[src/rtl/program_sequencer.sv]
`default_nettype none
// ============================================================================
// Module   : program_sequencer
// Purpose  : Launches one of four datapath programs and supervises the run
//            (INIT pulse, run-cycle timeout, completion ack).
// Options  : PROGRAM_SEQUENCER_CYCLE_COUNT_EN exposes the run counter on
//            cycle_count (otherwise cycle_count is tied to zero).
// Revision : 1.0 - initial release
// ============================================================================
module program_sequencer #(
    parameter int unsigned INIT_CYCLES = 2,
    parameter logic [15:0] TIMEOUT     = 16'd60000,
    parameter logic [15:0] PROG0_PC    = 16'd0,
    parameter logic [15:0] PROG1_PC    = 16'd116,
    parameter logic [15:0] PROG2_PC    = 16'd172,
    parameter logic [15:0] PROG3_PC    = 16'd259
) (
    input  logic        CLK,
    input  logic        reset_n,
    input  logic        req,
    input  logic [1:0]  prog_sel,
    input  logic        dp_done,
    output logic        dp_start,
    output logic [15:0] start_pc,
    output logic        busy,
    output logic        ack,
    output logic        timeout_err,
    output logic [15:0] cycle_count
);

    typedef enum logic [1:0] {
        S_IDLE   = 2'd0,
        S_INIT   = 2'd1,
        S_RUN    = 2'd2,
        S_FINISH = 2'd3
    } state_t;

    localparam logic [3:0] c_INIT_LAST = 4'(INIT_CYCLES - 1);

    state_t      r_state;
    state_t      w_state_next;
    logic [1:0]  r_sel;
    logic [3:0]  r_init_cnt;
    logic [15:0] r_run_cnt;
    logic        r_timeout_err;
    logic        r_req_low_seen;

    logic        w_launch;
    logic        w_timeout_hit;
    logic [15:0] w_run_next;

    assign w_run_next = (r_run_cnt == 16'hFFFF) ? r_run_cnt : r_run_cnt + 16'd1;

    // A launch needs req seen low in IDLE since the previous launch, so a
    // host that holds req across ack does not retrigger the same program.
    always_comb begin
        w_state_next  = r_state;
        w_launch      = 1'b0;
        w_timeout_hit = 1'b0;
        case (r_state)
            S_IDLE: begin
                if (req && r_req_low_seen) begin
                    w_launch     = 1'b1;
                    w_state_next = S_INIT;
                end
            end
            S_INIT: begin
                if (r_init_cnt == c_INIT_LAST) begin
                    w_state_next = S_RUN;
                end
            end
            S_RUN: begin
                if (dp_done) begin
                    w_state_next = S_FINISH;
                end else if (w_run_next >= TIMEOUT) begin
                    w_timeout_hit = 1'b1;
                    w_state_next  = S_FINISH;
                end
            end
            S_FINISH: begin
                w_state_next = S_IDLE;
            end
            default: begin
                w_state_next = S_IDLE;
            end
        endcase
    end

    always_comb begin
        dp_start = (r_state == S_INIT);
        busy     = (r_state != S_IDLE);
        ack      = (r_state == S_FINISH);
        case (r_sel)
            2'd0:    start_pc = PROG0_PC;
            2'd1:    start_pc = PROG1_PC;
            2'd2:    start_pc = PROG2_PC;
            default: start_pc = PROG3_PC;
        endcase
    end

    always_ff @(posedge CLK or negedge reset_n) begin
        if (!reset_n) begin
            r_state        <= S_IDLE;
            r_sel          <= 2'd0;
            r_init_cnt     <= 4'd0;
            r_run_cnt      <= 16'd0;
            r_timeout_err  <= 1'b0;
            r_req_low_seen <= 1'b1;
        end else begin
            r_state <= w_state_next;

            if (w_launch) begin
                r_sel          <= prog_sel;
                r_run_cnt      <= 16'd0;
                r_timeout_err  <= 1'b0;
                r_req_low_seen <= 1'b0;
            end else if (r_state == S_IDLE && !req) begin
                r_req_low_seen <= 1'b1;
            end

            if (r_state == S_INIT) begin
                r_init_cnt <= r_init_cnt + 4'd1;
            end else begin
                r_init_cnt <= 4'd0;
            end

            if (r_state == S_RUN) begin
                r_run_cnt <= w_run_next;
            end

            if (w_timeout_hit) begin
                r_timeout_err <= 1'b1;
            end
        end
    end

    assign timeout_err = r_timeout_err;

`ifdef PROGRAM_SEQUENCER_CYCLE_COUNT_EN
    assign cycle_count = r_run_cnt;
`else
    assign cycle_count = 16'd0;
`endif

endmodule
`default_nettype wire

[config.mk]
export PLATFORM = sky130hd
export DESIGN_NAME = program_sequencer
export DESIGN_NICKNAME = d
export VERILOG_FILES = /design/src/rtl/program_sequencer.sv
export SDC_FILE = /design/constraint.sdc
export NUM_CORES = 1
export LEC_CHECK = 0
export BUFFER_PORTS_ARGS = -buffer_cell sky130_fd_sc_hd__buf_2
export CAP_MARGIN = 20
export CORE_AREA = 2 2 61 63
export CTS_CLUSTER_SIZE = 12
export DETAILED_ROUTE_END_ITERATION = 12
export DIE_AREA = 0 0 63 65
export PLACE_DENSITY_LB_ADDON = 0.25
export SETUP_SLACK_MARGIN = 0.02
export SLEW_MARGIN = 20
export SYNTH_ARGS = -nofsm -noshare
export SYNTH_HDL_FRONTEND = slang
export SYNTH_SLANG_ARGS = --single-unit
export TNS_END_PERCENT = 5
[constraint.sdc]
create_clock -name CLK -period 4.4 [get_ports CLK]
set_clock_uncertainty 0.1 [all_clocks]
set_input_delay 0 -clock CLK [delete_from_list [all_inputs] [get_ports CLK]]
set_output_delay 0 -clock CLK [all_outputs]
set_load 0.005 [all_outputs]
# Word-level counts from Yosys, hierarchy flattened
# Cells that the tools add are included.
[word_totals] reg_bits=26 latch_bits=0 mem_bits_rw=0 romBits=0 input_bits=6 out_inout_bits=36 word_cells=48 memories=0
[classes] n_addsub=2 mul=0 n_div=0 magnitude_cmp=1 eq_ne=10 shift=0 muxes=19 bitwise_logic=0 n_reduce_logical=10
[op_table] operator="two-way mux 16 bit" n=3
[op_table] operator="case mux 9 bit (3 select lines)" n=1
[op_table] operator="adder 16 x 1 -> 16 bit (second input constant)" n=1
[op_table] operator="== test 16 bit (second input constant)" n=1
[op_table] operator="greater-or-equal comparator 16 bit (second input constant)" n=1
[op_table] operator="two-way mux 1 bit" n=9
[op_table] operator="two-way mux 2 bit" n=4
[op_table] operator="case mux 2 bit (4 select lines)" n=1
[op_table] operator="nonzero test 2 bit" n=4
[op_table] operator="== test 2 bit (second input constant)" n=3
[op_table] operator="adder 4 x 1 -> 4 bit (second input constant)" n=1
[op_table] operator="== test 2 x 1 -> 1 bit (second input constant)" n=2
[op_table] operator="== test 4 x 1 -> 1 bit (second input constant)" n=1
[op_table] operator="logical NOT 2 bit" n=2
[op_table] operator="two-way mux 4 bit" n=1
[op_table] operator="inequality test 3 bit (second input constant)" n=1
[op_table] operator="AND reduction 3 bit" n=1
[op_table] operator="logical AND 1 bit" n=2
[op_table] operator="inequality test 2 x 1 -> 1 bit (second input constant)" n=1
[op_table] operator="inequality test 2 bit (second input constant)" n=1
[op_table] operator="logical NOT 1 bit" n=1

# Depth between registers and ports, before layout
# Gate-level depths: netlist of run 1.
[depth] word_depth=7 depth_mapped=9 ltp_nobuf=8

# Worst setup path after synthesis of run 1
# Ideal clock, no wire load.
[synth_path] path_kind="flip-flop to flip-flop" from="reg r_run_cnt[0]" to="reg r_state[1]" setup_ns=0.125 arrival_time_ns=2.168 required_time_ns=4.175 path_slack_ns=2.007 stages_incl_launch_ff=10 path_buffers=1 synth_period_minus_slack_ns=2.393 cell_sequence="dfrtp_1 ha_1 and4_1 buf_4 nand4_1 mux2_1 nor3_1 a311oi_2 o21ai_2 mux2_4"
[synth_between] elab_chain_len=5
[synth_lines] element="start: declaration" line="44" source="logic [15:0] r_run_cnt;"
[synth_lines] element="start signal: assignment" line="128" source="r_run_cnt <= w_run_next;"
[synth_lines] element="adder 16 x 1 -> 16 bit / == test 16 bit (equally long branches)" line="52" source="assign w_run_next = (r_run_cnt == 16'hFFFF) ? r_run_cnt : r_run_cnt + 16'd1;"
[synth_lines] element="two-way mux 16 bit *" line="52"
[synth_lines] element="greater-or-equal comparator 16 bit *" line="75" source="end else if (w_run_next >= TIMEOUT) begin"
[synth_lines] element="inequality test 3 bit (no source line) *"
[synth_lines] element="AND reduction 3 bit (no source line) *"
[synth_lines] element="end signal: assignment" line="110" source="r_state <= w_state_next;"
[synth_lines] element="end: declaration" line="40" source="state_t r_state;"
# Mark *: on every way between the ends. The rest lies on a longest branch, timed or not.
# A chain may end at the register's enable or synchronous reset.

# Final worst setup path of run 1
# Ends and elaborated chain as after synthesis.

==> results.txt, run 1 <==
The flow ran to the end, and the final reports show no timing, DRC or antenna violations. The standard-cell row count came out at 22. In this run the static leakage power is 0.0009404 uW. The via density per instance came out at 5.423. In the post-synthesis netlist, the biggest area contributors are sky130_fd_sc_hd__dfrtp_1 33%, sky130_fd_sc_hd__buf_4 11%, sky130_fd_sc_hd__ha_1 7.2%.

The worst slew margin relative to its limit is 46.05%. The count of state elements after synthesis is 26. The proportion of synthesized area in mux cells came out at 3.086%. The area overhead of the layout relative to synthesis came out at 3.414%. The slew at the pin with the worst max-slew slack came out at just over 0.8 ns.

Once the floorplan was initialized, standard cells occupied 54.51% of the core. The clock tree from TritonCTS is done. In the synthesized netlist the dominant register cell turns out to be sky130_fd_sc_hd__dfrtp_1. In the final routed layout, each cell accounts on average for 12.77 um.

The detail route stage leaves a number of antenna-violating nets equal to 0. Including well taps, the total number of placed cells is 265. The async set-reset flop share out of synthesis is 100.0%. For this run, design rule violations remaining after detail routing come to 0. The number of cells produced by synthesis is 214. No sink is reached through more buffers than the 2 on the longest clock path. The kind of end point of the critical path is a flip-flop. The insertion delay of the later-clocked pin in the worst-skew pair came out at 0.33 ns. The register clock-pin slew on the reported worst setup and hold paths came out at 0.15 ns. The die area came out at slightly above 4000 um^2. The first global-routing pass estimated 6251 um of wire. The global-route total usage across every layer is 19.02%.

The count of flip-flops with a built-in enable after synthesis is 0. The die is roughly 65 um tall. The shortest clock period the worst path allows after layout is 2.578 ns. The count of antenna diodes in the layout came out at 0.

The clock drives 26 sinks. The floorplan step defined a core boundary enclosing 3496 um^2. The largest driver fanout on the critical path came out at 7. The number of global-route vias before repair came out at 1408. At the end of routability-driven placement, the weighted congestion stood at around 0.85.

The post-cts gate resize count is 0. The count of port buffers added during placement is 18. The count of pins on the block boundary came out at 42. The core occupancy in the finished layout came out at 56.37%.

The simple-gate share of the synthesized area is roughly a quarter. The initial antenna violation count is 0. The total detailed-routing wirelength is 3499 um. The area share of the largest cell type after synthesis came out at between 30% and 40%. Across the VDD grid, the largest voltage drop is 0.2859 mV. At the worst endpoint, the required time is 4.53 ns.

The synthesized design spends more area on one cell type than any other, namely sky130_fd_sc_hd__dfrtp_1. TritonCTS created 3 clock buffers. The cell area after synthesis is approximately 1900 um^2. The total power came out at 855.0 uW.

The post-synthesis average cell area came out at approximately 8.9 um^2. Across the run, the number of max-cap violations was 0. The kind of critical path is flip-flop to flip-flop.

Detailed placement ended at an HPWL of 2596 um. By area, the combinational part of the netlist is dominated by simple AND/OR/NAND/NOR gates. The number of synthesis warnings is 0.

The area fraction in compound gates after synthesis is 15.56%. The number of hold buffers added after cts is 5. The final hold slack came out at ~0.080 ns.

The areal power density over the cells is about 430 nW/um^2. The total negative slack for setup checks is 0 ns. Setup repair after global routing left no endpoint under its margin. The most frequent standard cell in the layout excluding fill and tap cells is sky130_fd_sc_hd__dfrtp_1.

The number of DRC markers in iteration 0 is 112. The final net count came out at 244. CTS built an H-tree with a depth of 1.

The number of buffers inserted by post-CTS setup repair came out at 0. At the worst endpoint, the arrival time is 2.71 ns. The share of the yosys chip area belonging to registers came out at 34.21%.

The netlist uses 48 different library cells. After Yosys synthesis, XOR and XNOR cells account for less than 1% of the synthesized area. The post-synthesis adder-cell area fraction came out at under 10%. Cells with a size suffix above 1 make up 14.60% of the layout. The top achievable clock speed is slightly below 400 MHz. The total count of hold-check failures in the final report is 0.

The library cell used as clock root buffer is sky130_fd_sc_hd__clkbuf_4. STA classifies the critical path startpoint as a flip-flop. The count of endpoints failing setup in the final report came out at 0. The via count is between 1000 and 1500. The number of pins with negative max-slew slack in the final report was 0. The total overflow reported by the global router is 0. The register-to-register path setup slack came out at 1.82 ns.

The period utilization is 58.58%. The die width is between 60 and 70 um. Entering global routing, the biggest net connects 27 pins. The first-pass detailed-route iteration total is 4. The number of non-filler instances in the completed layout came out at 274. Leaving out fill and tap cells, the most frequent cells in the layout are 25 x sky130_fd_sc_hd__dfrtp_1, 23 x sky130_fd_sc_hd__conb_1, 18 x sky130_fd_sc_hd__buf_2. The type of the most critical hold path is primary input to async pin.
worst paths after layout:
check / from / cells after the start / end
max in group asynchronous: reset_n / 2 / r_run_cnt[4]
worst max register to register: r_run_cnt[0] / 8 / r_state[1]
min in group CLK: req / 3 / r_req_low_seen
worst min-delay path: reset_n / 2 / r_run_cnt[10]
worst min register to register: r_init_cnt[0] / 1 / r_init_cnt[0]
worst max-delay path: r_run_cnt[0] / 8 / r_state[1]
worst max-delay path, cell delays in order, from the launching register on:
cell	delay, ns
sky130_fd_sc_hd__dfrtp_1	0.41
sky130_fd_sc_hd__ha_1	0.30
sky130_fd_sc_hd__and4_1	0.35
sky130_fd_sc_hd__and3_1	0.28
sky130_fd_sc_hd__nor3_1	0.06
sky130_fd_sc_hd__a31o_1	0.20
sky130_fd_sc_hd__a311oi_2	0.37
sky130_fd_sc_hd__o21ai_2	0.11
sky130_fd_sc_hd__mux2_4	0.30
stage by stage:
stage	setup WS, ns	area [um^2]
CTS	1.842	1971
detailed placement	1.850	1884
global route	1.665	1971
global placement	1.912	1884
finish	1.822	1971
floorplan	2.007	1988
sequential cells by signal, summed over array words and instances, names as in the netlist:
signal and count:
r_run_cnt 16, r_init_cnt 4, r_sel 2, r_state 2
r_req_low_seen 1, timeout_err 1
cells in the mapped netlist (3+ instances only):
library cell and n:
sky130_fd_sc_hd__and3_1 4, sky130_fd_sc_hd__buf_4 29, sky130_fd_sc_hd__nand2_1 16, sky130_fd_sc_hd__o21ai_0 10, sky130_fd_sc_hd__nand3_1 12, sky130_fd_sc_hd__inv_1 10, sky130_fd_sc_hd__and4_1 3, sky130_fd_sc_hd__nand4_1 9
sky130_fd_sc_hd__ha_1 11, sky130_fd_sc_hd__dfrtp_1 25, sky130_fd_sc_hd__and2_1 5, sky130_fd_sc_hd__nor2_1 8, sky130_fd_sc_hd__a31oi_1 5, sky130_fd_sc_hd__nor3_1 6, sky130_fd_sc_hd__buf_2 5, sky130_fd_sc_hd__clkbuf_1 3
sky130_fd_sc_hd__nor2b_1 5, sky130_fd_sc_hd__o21a_1 4, sky130_fd_sc_hd__nand2b_1 3, sky130_fd_sc_hd__a21oi_1 7
logic make-up (layout without fill, tap and decap cells):
kind of cell,count (synthesis),count (layout)
other,1,23
XOR/XNOR,2,2
multiplexers,5,5
buffers and inverters,47,37
AND/OR/NAND/NOR,78,78
adder cells (fa/ha/maj),11,11
AO/OA/AOI/OAI,44,44
flip-flops,26,26
routing by layer:
metal	global-route usage (%)	vias up	share of wire [%]
met1	26.16	702	46
met4	6.389	0	1.3
met5	0	-	0
met2	30.98	39	48
li1	-	739	-
met3	2.431	6	3.9
final cells by class:
class	count	area [um^2]
well taps	48	60.06
inverters	10	37.54
flip-flops and latches	26	651.9
fillers	347	1525
clock buffers	4	36.28
repair buffers	23	140.1
multi-input cells	163	1045
report_power, final:
| part | internal (uW) | total, uW | switching, uW |
|---|---|---|---|
| clock | 50.6 | 122 | 71.3 |
| combinational | 165 | 375 | 210 |
| sequential | 296 | 358 | 62.4 |
| total | 512 | 855 | 343 |
Power figures use the tool's default switching activity.
==> run 2, diff against run 1 <==
- CORE_AREA: 2 2 61 63 -> 2 2 63 65
- DIE_AREA: 0 0 63 65 -> 0 0 65 67
- clock period: 4.4 -> 2.66 ns (I/O delays scaled with it)
==> results.txt, run 2 (synthesis results as in run 1) <==
The run finished, with violations left. The final reports fail on negative hold slack. The wire length per cell came to 13.35 um (+4.6%). The maximum VDD drop is 0.4899 mV (+71%). The die area is 4355 um^2 (+6.3%). The insertion delay of the later-clocked pin in the worst-skew pair came to 0.27 ns (-0.06 ns).

Setup repair after global routing left no endpoint under its margin. The slew at the pin with the worst max-slew slack is 0.5769 ns (-0.2324 ns). TritonCTS built the clock tree. The maximum count of clock buffers along a single path is 2 (unchanged).

The number of pins with negative max-slew slack in the final report was 0 (unchanged). The reported leakage power is 0.0009526 uW (+1.3%). The total clock buffers created by CTS is 3 (unchanged). The placeable core region is 3606 um^2 (+3.1%). The total power is 1490 uW (+74%). The capture instance of the worst register-to-register path is r_state[1].

The combined buffer and inverter count along the critical path came out at 0 (unchanged). The top cell types in the final layout, fill and taps aside, are 25 x sky130_fd_sc_hd__dfrtp_1, 23 x sky130_fd_sc_hd__conb_1, 18 x sky130_fd_sc_hd__buf_2. The number of DRC markers in iteration 0 came out at 73 (-35%).

The register clock-pin slew on the reported worst setup and hold paths is 0.09 ns (-0.06 ns). The stage delay of the slowest cell on the critical path is 0.41 ns (about the same). The cell sitting at the root of the clock tree is a sky130_fd_sc_hd__clkbuf_8. The via count came out at 1513 (+1.8%). The final net count came out at 245 (+0.41%). The period utilization came out at 93.87% (+35 points). The top achievable clock speed was 400.5 MHz (+3.2%). On the critical path, the stage with the largest delay is an instance of sky130_fd_sc_hd__dfrtp_1.

The cell class contributing the biggest share of worst-path delay is compound AO/OA/AOI/OAI gates. The areal power density over the cells came out at 745.7 nW/um^2 (+72%). The number of buffers inserted by post-CTS setup repair is 0 (unchanged). The largest driver fanout on the critical path came to 7 (unchanged). The worst setup path is of the flip-flop to flip-flop kind.

The type of origin of the critical path is a flip-flop. The worst path arrival time came to 2.56 ns (-0.15 ns). The H-tree depth came out at 1 (unchanged).

The maximum number of pins on one net before global-route repair is 27 (unchanged). The number of global-route vias before repair was 1361 (-3.3%). The global-route total usage across every layer is 18.77% (-0.24 points). The logic depth of the worst register-to-register path came out at 8 (unchanged). Relative to the synthesized area, the layout overhead comes to 4.859%. More flip-flops sit in one register than any other, and that register is r_run_cnt. Walking the worst path, the cells encountered are ha_2, and4_2, and3_1, nor3_1, a31o_1, a311oi_2, o21ai_2, mux2_4. The count of pins on the block boundary is 42 (unchanged). The via density per instance is 5.502 (+1.4%).

The total overflow reported by the global router is 0 (unchanged). The effective utilization at floorplan came out at 52.85% (-1.7 points). The type of the most critical hold path is primary input to flip-flop.

The standard-cell row count came out at 22 (unchanged). The number of max-capacitance violations reported came out at 0 (unchanged). The worst register-to-register path begins at r_run_cnt[0].

The count of endpoints failing setup in the final report was 0 (unchanged). The count of port buffers added during placement was 18 (unchanged). The routability congestion estimate from global placement came out at 0.8947 (+4.9%).

The critical path required time came out at 2.72 ns (-1.81 ns). The final hold slack came out at -0.006269 ns (-0.08595 ns). Leaving out fill and tap cells, the most frequent cell in the layout is sky130_fd_sc_hd__dfrtp_1.

The first-pass detailed-route iteration total came out at 4 (unchanged). The startpoint of the most critical setup path is r_run_cnt[0]. The remaining design rule violation count is 0 (unchanged). The count of antenna diodes in the layout came out at 0 (unchanged). The initial antenna violation count was 0 (unchanged). The register-to-register path setup slack came out at 0.16 ns (-1.66 ns). The kind of end point of the critical path is a flip-flop. The worst slew margin relative to its limit was 61.54% (+15 points).

The shortest clock period the worst path allows after layout came out at 2.497 ns (-0.08065 ns). The largest registers in the layout are r_run_cnt x16, r_init_cnt x4. In this run the worst setup path terminates at r_state[1].

The depth of the critical timing path with buffers and inverters included is 8 (unchanged). The total detailed-routing wirelength came out at 3672 um (+4.9%). The number of clock sinks is 26 (unchanged). The sum of net half-perimeters after detailed placement is 2615 um (+0.75%). The total count of hold-check failures in the final report came out at 1 (+1).

The count of nets left with antenna violations after detail routing came out at 0 (unchanged). The global-route wire length before repair is 6306 um (+0.88%). The die width came out at 65 um (+3.2%).

The total negative slack for setup checks was 0 ns (unchanged). The die outline height is 67 um (+3.1%). The share of post-route cells with drive strength above 1 is 16.30% (+1.7 points). The core occupancy in the finished layout is 55.41% (-0.96 points). The number of flip-flops in the largest register came out at 16 (unchanged).
==> run 2: changes by cell type in the layout (fill, tap and decap cells not counted), sizes merged <==
cell and change:
buf +2, dlygate4sd3 -1
==> run 2: stage by stage <==
step | std cells | setup WS [ns] | instance area (um^2) | hold WS (ns)
after global routing | 275 | 0.05325 | 1998 | 0.02142
final | 275 | 0.1630 | 1998 | -0.006269
after floorplan | 236 | 0.2667 | 1988 | -0.3956
after CTS | 275 | 0.1068 | 1994 | 0.0006753
after global placement | 267 | 0.1898 | 1899 | -0.06398
after detailed placement | 267 | 0.1132 | 1899 | -0.06799
==> run 2: layout make-up <==
cell class                      instances  area (um^2)
Clock buffer                            4        55.05
Fill cell                             360         1608
Inverter                               10        37.54
Multi-Input combinational cell        163         1049
Sequential cell                        26        651.9
Tap cell                               48        60.06
Timing Repair Buffer                   24        145.1
==> run 2: worst reg2reg max path, stage by stage (launching register included) <==
cell                       delay, ns
sky130_fd_sc_hd__dfrtp_1        0.41
sky130_fd_sc_hd__ha_2           0.27
sky130_fd_sc_hd__and4_2         0.30
sky130_fd_sc_hd__and3_1         0.26
sky130_fd_sc_hd__nor3_1         0.06
sky130_fd_sc_hd__a31o_1         0.21
sky130_fd_sc_hd__a311oi_2       0.37
sky130_fd_sc_hd__o21ai_2        0.11
sky130_fd_sc_hd__mux2_4         0.30
==> run 2: how the worst min path moves through the flow <==
stage	from	endpoint	cells after the start
after floorplan	reset_n	r_init_cnt[0]	0
after global placement	reset_n	r_init_cnt[1]	1
after detailed placement	reset_n	r_init_cnt[1]	1
after CTS	dp_done	timeout_err	3
after global routing	dp_done	timeout_err	3
final	dp_done	timeout_err	3
==> run 2: repair_timing <==
item | 4_1_cts | 5_1_grt
endpoints found under the hold margin | 28 | 0
hold buffers | 4 | 0
setup endpoints to repair | 0 | 1
gates resized for setup | 0 | 2
==> run 2: power by group <==
group	internal, uW	switching [uW]	leakage, uW
combinational	283	357	0.000579
clock	132	124	0.0000288
sequential	490	104	0.000345
total	905	585	0.000953
==> run 2: layer usage <==
layer	routed length (um)	GRT usage, %	up-vias
li1	-	-	740
met5	0	0	-
met1	1675	25.56	712
met3	186	2.872	6
met2	1745	29.64	55
met4	65	7.979	0
